===== src/rtl/bsg_credit_packet_arbiter.sv =====
// Round-robin, packet-locking arbiter that owns the sender-side credit pool of one shared output channel.
// Zero-cycle grant: yumi_o/v_o/grant_id_o are combinational from v_i, last_i and registered state.
// Backpressure: a beat is only accepted while credits remain; a locked packet blocks all other requesters.
//
// Ports:
//   clk_i, reset_n_i     clock and synchronous active-low reset
//   v_i, last_i          per-requester beat valid / end-of-packet marker
//   yumi_o               one-hot (or zero) beat accept, per requester
//   v_o, grant_id_o      a beat is forwarded downstream, and from which requester (0 when idle)
//   credit_return_i      one credit comes back this cycle
//   credits_o            registered credit count
//   locked_o             registered packet-in-progress flag
//   error_o              sticky credit-overflow flag
module bsg_credit_packet_arbiter #(
  parameter  int els_p     = 4,
  parameter  int credits_p = 8,
  localparam int lg_els_lp = $clog2(els_p),
  localparam int cred_w_lp = $clog2(credits_p + 1)
) (
  input  logic                 clk_i,
  input  logic                 reset_n_i,
  input  logic [els_p-1:0]     v_i,
  input  logic [els_p-1:0]     last_i,
  output logic [els_p-1:0]     yumi_o,
  output logic                 v_o,
  output logic [lg_els_lp-1:0] grant_id_o,
  input  logic                 credit_return_i,
  output logic [cred_w_lp-1:0] credits_o,
  output logic                 locked_o,
  output logic                 error_o
);

  typedef enum logic {IDLE = 1'b0, LOCKED = 1'b1} state_e;

  state_e                 state_r, state_n;
  logic [lg_els_lp-1:0]   owner_r, owner_n;
  logic [lg_els_lp-1:0]   rr_ptr_r, rr_ptr_n;
  logic [cred_w_lp-1:0]   cnt_r, cnt_n;
  logic                   err_r, err_n;

  logic                   cand_vld;
  logic [lg_els_lp-1:0]   cand_id;
  logic [lg_els_lp-1:0]   grant_id;
  logic                   beat;
  logic                   have_credit;

  function automatic logic [lg_els_lp-1:0] wrap_inc(input logic [lg_els_lp-1:0] x);
    return (int'(x) == els_p - 1) ? '0 : x + 1'b1;
  endfunction

  assign have_credit = (cnt_r != '0);

  // First valid requester at or after the round-robin pointer, wrapping.
  always_comb begin
    logic [lg_els_lp-1:0] idx;
    cand_vld = 1'b0;
    cand_id  = '0;
    idx      = '0;
    for (int i = 0; i < els_p; i++) begin
      idx = lg_els_lp'((int'(rr_ptr_r) + i) % els_p);
      if (!cand_vld && v_i[idx]) begin
        cand_vld = 1'b1;
        cand_id  = idx;
      end
    end
  end

  // State register
  always_ff @(posedge clk_i) begin
    if (!reset_n_i) begin
      state_r  <= IDLE;
      owner_r  <= '0;
      rr_ptr_r <= '0;
      cnt_r    <= cred_w_lp'(credits_p);
      err_r    <= 1'b0;
    end else begin
      state_r  <= state_n;
      owner_r  <= owner_n;
      rr_ptr_r <= rr_ptr_n;
      cnt_r    <= cnt_n;
      err_r    <= err_n;
    end
  end

  // Output logic: grant decode. Reset forces the grant off so no beat
  // is acknowledged that the (about to be cleared) state would not record.
  always_comb begin
    yumi_o   = '0;
    grant_id = '0;
    if (reset_n_i && have_credit) begin
      if (state_r == IDLE) begin
        if (cand_vld) begin
          yumi_o[cand_id] = 1'b1;
          grant_id        = cand_id;
        end
      end else if (v_i[owner_r]) begin
        yumi_o[owner_r] = 1'b1;
        grant_id        = owner_r;
      end
    end
  end

  assign beat       = |yumi_o;
  assign v_o        = beat;
  assign grant_id_o = grant_id;
  assign credits_o  = cnt_r;
  assign locked_o   = (state_r == LOCKED);
  assign error_o    = err_r;

  // Next-state logic: packet lock, pointer advance and credit accounting.
  always_comb begin
    state_n  = state_r;
    owner_n  = owner_r;
    rr_ptr_n = rr_ptr_r;
    cnt_n    = cnt_r;
    err_n    = err_r;

    if (beat) begin
      if (last_i[grant_id]) begin
        // Packet done: the next search starts just past the finishing requester.
        state_n  = IDLE;
        rr_ptr_n = wrap_inc(grant_id);
      end else begin
        state_n  = LOCKED;
        owner_n  = grant_id;
      end
    end

    // A return alongside a beat cancels out; a lone return at full count is an overflow.
    case ({beat, credit_return_i})
      2'b10: cnt_n = cnt_r - 1'b1;
      2'b01: begin
        if (cnt_r == cred_w_lp'(credits_p)) err_n = 1'b1;
        else                                 cnt_n = cnt_r + 1'b1;
      end
      default: cnt_n = cnt_r;
    endcase
  end

endmodule


===== config.mk =====
export PLATFORM = sky130hd
export DESIGN_NAME = bsg_credit_packet_arbiter
export DESIGN_NICKNAME = d
export VERILOG_FILES = /design/src/rtl/bsg_credit_packet_arbiter.sv
export SDC_FILE = /design/constraint.sdc
export NUM_CORES = 1
export LEC_CHECK = 0
export ABC_AREA = 1
export CORE_UTILIZATION = 45
export DETAILED_ROUTE_END_ITERATION = 8
export DONT_BUFFER_PORTS = 1
export GPL_ROUTABILITY_DRIVEN = 0
export PLACE_DENSITY = 0.57
export SLEW_MARGIN = 20
export SYNTH_ARGS = -nofsm -noshare
export SYNTH_HDL_FRONTEND = slang
export SYNTH_SLANG_ARGS = --single-unit

===== constraint.sdc =====
create_clock -name clk_i -period 3.6 [get_ports clk_i]
set_input_delay 0.72 -clock clk_i [delete_from_list [all_inputs] [get_ports clk_i]]
set_output_delay 0.72 -clock clk_i [all_outputs]
set_load 0.02 [all_outputs]

==> results by group <==
Final layout
  • Commonest non-fill, non-tap cell in the layout: nand2_1
  • Area growth, synth to finish: 6.06%
  • Diodes inserted: 0
  • Non-Filler Instances: 218
  • Filler instances: 248
  • Post-route cell area: 0.00118 sq mm
  • Nets: 206
  • Layout cells sized above 1: 19.5%
  • Most frequent cells in the layout: nand2_1 (53), nor2_1 (26), inv_1 (21), nand2_2 (13), nand3_1 (12)

Power and ir drop
  • Net switching power: 0.000719 W
  • Flop pwr share: 19.0%
  • Sw frac: 59.2%
  • PD cells: 1030 mW/mm^2
  • Internal power: 0.000495 W
  • Clock Power Share: 8.9%
  • Maximum VDD drop: 0.423 mV
  • Combinational power share: 72.1%
  • Leakage: 0.636 nW

Synth
  • Multiplexer area fraction after synthesis: 0%
  • Syn Nets: 201
  • Mapped Cells: 186
  • Post-synthesis register bit count: 10
  • Adder-Cell Fraction of Synth Area: 5.16%
  • Distinct cells, synth: 29
  • Post-synthesis compound-gate area fraction: 11.3%
  • Combinational family with the most area after synthesis: simple AND/OR/NAND/NOR gates
  • Post-synthesis simple-gate area fraction: 54.7%
  • Area of the mapped netlist: 0.00111 sq mm
  • YS warnings: 0
  • Seq/Total Area, Yosys: 18.0%
  • Syn_area_per_cell: 5.99 sq um
  • Xor/xnor cell area share of the yosys netlist: 0.786%

Global route
  • Vias in the first global route: 989
  • First-pass GRT wire length: 4120 um
  • Initial antenna violation count: 0
  • Grt total ovfl: 0
  • Largest net degree at the start of global routing: 13
  • Global-route usage over all layers: 21.0%

Critical path
  • Reg2reg path depth: 22
  • Worst Setup Start Kind: register
  • Crit. End Element: register
  • Worst r2r dst: credits_o[3]
  • Critical-path maximum fanout: 12
  • R2r setup slk: 0.51 ns
  • Critical R2R Launch: rr_ptr_r[0]
  • Critical setup path kind: reg2reg
  • CP Data Arrival Time: 3.26 ns
  • WP data required: 3.77 ns

Place
  • Worst slack at placement: 0.459 ns
  • PortBufs: 0
  • Placed Cells: 214
  • DP Area: 0.00115 sq mm
  • Detailed Place HPWL: 2030 um

Detailed routing
  • Routed wire per std cell: 11.0 um
  • 1st-iter DRT viols: 16
  • DRC: 0
  • DRT Pass-1 Iters: 4
  • Vias/cell: 4.99
  • WL final: 2390 um
  • Vias: 1,088
  • Routed Antenna Nets: 0

CTS
  • Root buf cell: clkbuf_4
  • TritonCTS buffer count: 3
  • Setup Fix Bufs, Post-CTS: 0
  • Worst-path clk slew: 0.08 ns
  • Worst-Skew Late Latency: 0.27 ns
  • Cts hold-fix bufs: 0
  • Resize count post-CTS: 0
  • Num Clock Sinks: 10
  • Clock Tree Buf Depth: 2
  • TritonCTS clock tree: done
  • CTS HTree Levels: 1

Timing
  • Setup ws final: 0.506 ns
  • Slew at the pin closest to its max-slew limit: 0.474 ns
  • Setup TNS: 0 ns
  • Skew final: 0.000295 ns
  • Relative slew margins: 68.4%
  • Highest Clock Rate: 0.323 GHz
  • RSZ-0062 raised after global routing: no
  • Pins Over Slew Limit: 0
  • Final period utilization: 85.9%
  • Fin crit period: 3.09 ns
  • Final Hold Vio Count: 0
  • Final setup violation count: 0

Hold path
  • Worst hold stages: 1
  • WHS Endpoint: credits_o[3]
  • Hold Crit Start: reset_n_i
  • Min-delay worst type: in2reg

Floorplan
  • Chip Width: 51.8 um
  • I/O pins: 24
  • Starting Density: 49.0%
  • Row count: 17
  • Core Box Area: 0.00228 sq mm
  • Die span in y: 51.8 um
  • Area of the die: 0.00268 sq mm

Status
  • Status: finished, final reports clean

Flow run
  • Number of max-cap violations: 0
power groups by stage:
stage	logic [W]	clock network (W)	registers, W
finish	0.000876	0.000108	0.000231
detailed placement	0.000878	0	0.000235
floorplan	0.000757	0	0.000220
global placement	0.000860	0	0.000234
CTS	0.000882	0.000112	0.000232
global route	0.00101	0.000116	0.000240
cells in the mapped netlist, drive strengths merged:
| library cell | instances | share of area, % |
|---|---|---|
| o21bai | 3 | 2.0 |
| nand4 | 5 | 3.4 |
| o21ai | 4 | 1.8 |
| dfxtp | 10 | 18 |
| ha | 3 | 3.4 |
| and2 | 1 | 0.56 |
| o211ai | 4 | 3.6 |
| a31oi | 2 | 1.7 |
| nor3 | 3 | 1.3 |
| a21oi | 5 | 2.2 |
| nand3 | 17 | 11 |
| fa | 1 | 1.8 |
| xor2 | 1 | 0.79 |
| nand3b | 1 | 0.67 |
| buf | 1 | 1.0 |
| clkinv | 2 | 0.67 |
| nand2 | 68 | 27 |
| nor2 | 30 | 11 |
| inv | 25 | 8.4 |
layout make-up:
cell class | instances | area (sq um) | area share, %
Multi-Input combinational cell | 148 | 802 | 67.8
Sequential cell | 10 | 200 | 16.9
Inverter | 27 | 101 | 8.57
Clock buffer | 4 | 36.3 | 3.07
Tap cell | 28 | 35.0 | 2.96
Timing Repair Buffer | 1 | 7.51 | 0.635
metal layers:
| layer | vias up | global-route usage (%) | share of wire (%) |
|---|---|---|---|
| li1 | 601 | - | - |
| met1 | 467 | 29.1 | 53 |
| met2 | 18 | 32.3 | 42 |
| met3 | 2 | 5.85 | 4.1 |
| met4 | 0 | 4.05 | 0.38 |
| met5 | - | 0 | 0 |
per-stage QoR:
step / total power, W / hold slack [ns] / utilization, %
5_1_grt: 0.00136 / 0.532 / 52.0
6_report: 0.00121 / 0.532 / 52.0
3_5_place_dp: 0.00111 / 0.531 / 50.4
3_3_place_gp: 0.00109 / 0.519 / 50.4
4_1_cts: 0.00123 / 0.526 / 52.0
2_1_floorplan: 0.000978 / 0.492 / -
flip-flops by register name, indices dropped and copies added (netlist names):
register / flops
rr_ptr_r: 2
error_o: 1
owner_r: 2
credits_o: 4
locked_o: 1
critical path, cell delays in order, from the launching register on:
cell and delay [ns]:
dfxtp_1 0.62, inv_2 0.16, nand2_1 0.09, nand2_1 0.09
nand2_2 0.10, nand2_2 0.06, nor2_2 0.11, nand3_1 0.09
nand2_2 0.09, nand2_2 0.06, nand2_1 0.06, nand2_1 0.06
nand2_2 0.10, nand4_1 0.23, ha_1 0.41, nand2_1 0.07
nand2_1 0.04, a31oi_1 0.18, inv_1 0.06, nand4_1 0.08
nand2_1 0.08, nand3_1 0.08, nand3_1 0.07
worst max-delay path by stage:
stage,slack (ns),endpoint,depth (start not counted),startpoint
5_1_grt,0.15,credits_o[3],22,rr_ptr_r[0]
2_1_floorplan,0.76,credits_o[3],21,v_i[3]
4_1_cts,0.49,credits_o[3],22,rr_ptr_r[0]
3_5_place_dp,0.46,credits_o[3],21,v_i[3]
3_3_place_gp,0.54,credits_o[3],21,v_i[3]
6_report,0.51,credits_o[3],22,rr_ptr_r[0]
cells by family (layout without fill, tap and decap cells):
kind of cell | count (synthesis) | count (layout)
compound gates | 18 | 18
simple gates | 125 | 125
buf+inv | 28 | 32
fa+ha+maj | 4 | 4
flops | 10 | 10
xor+xnor | 1 | 1
Power figures use the tool's default switching activity.
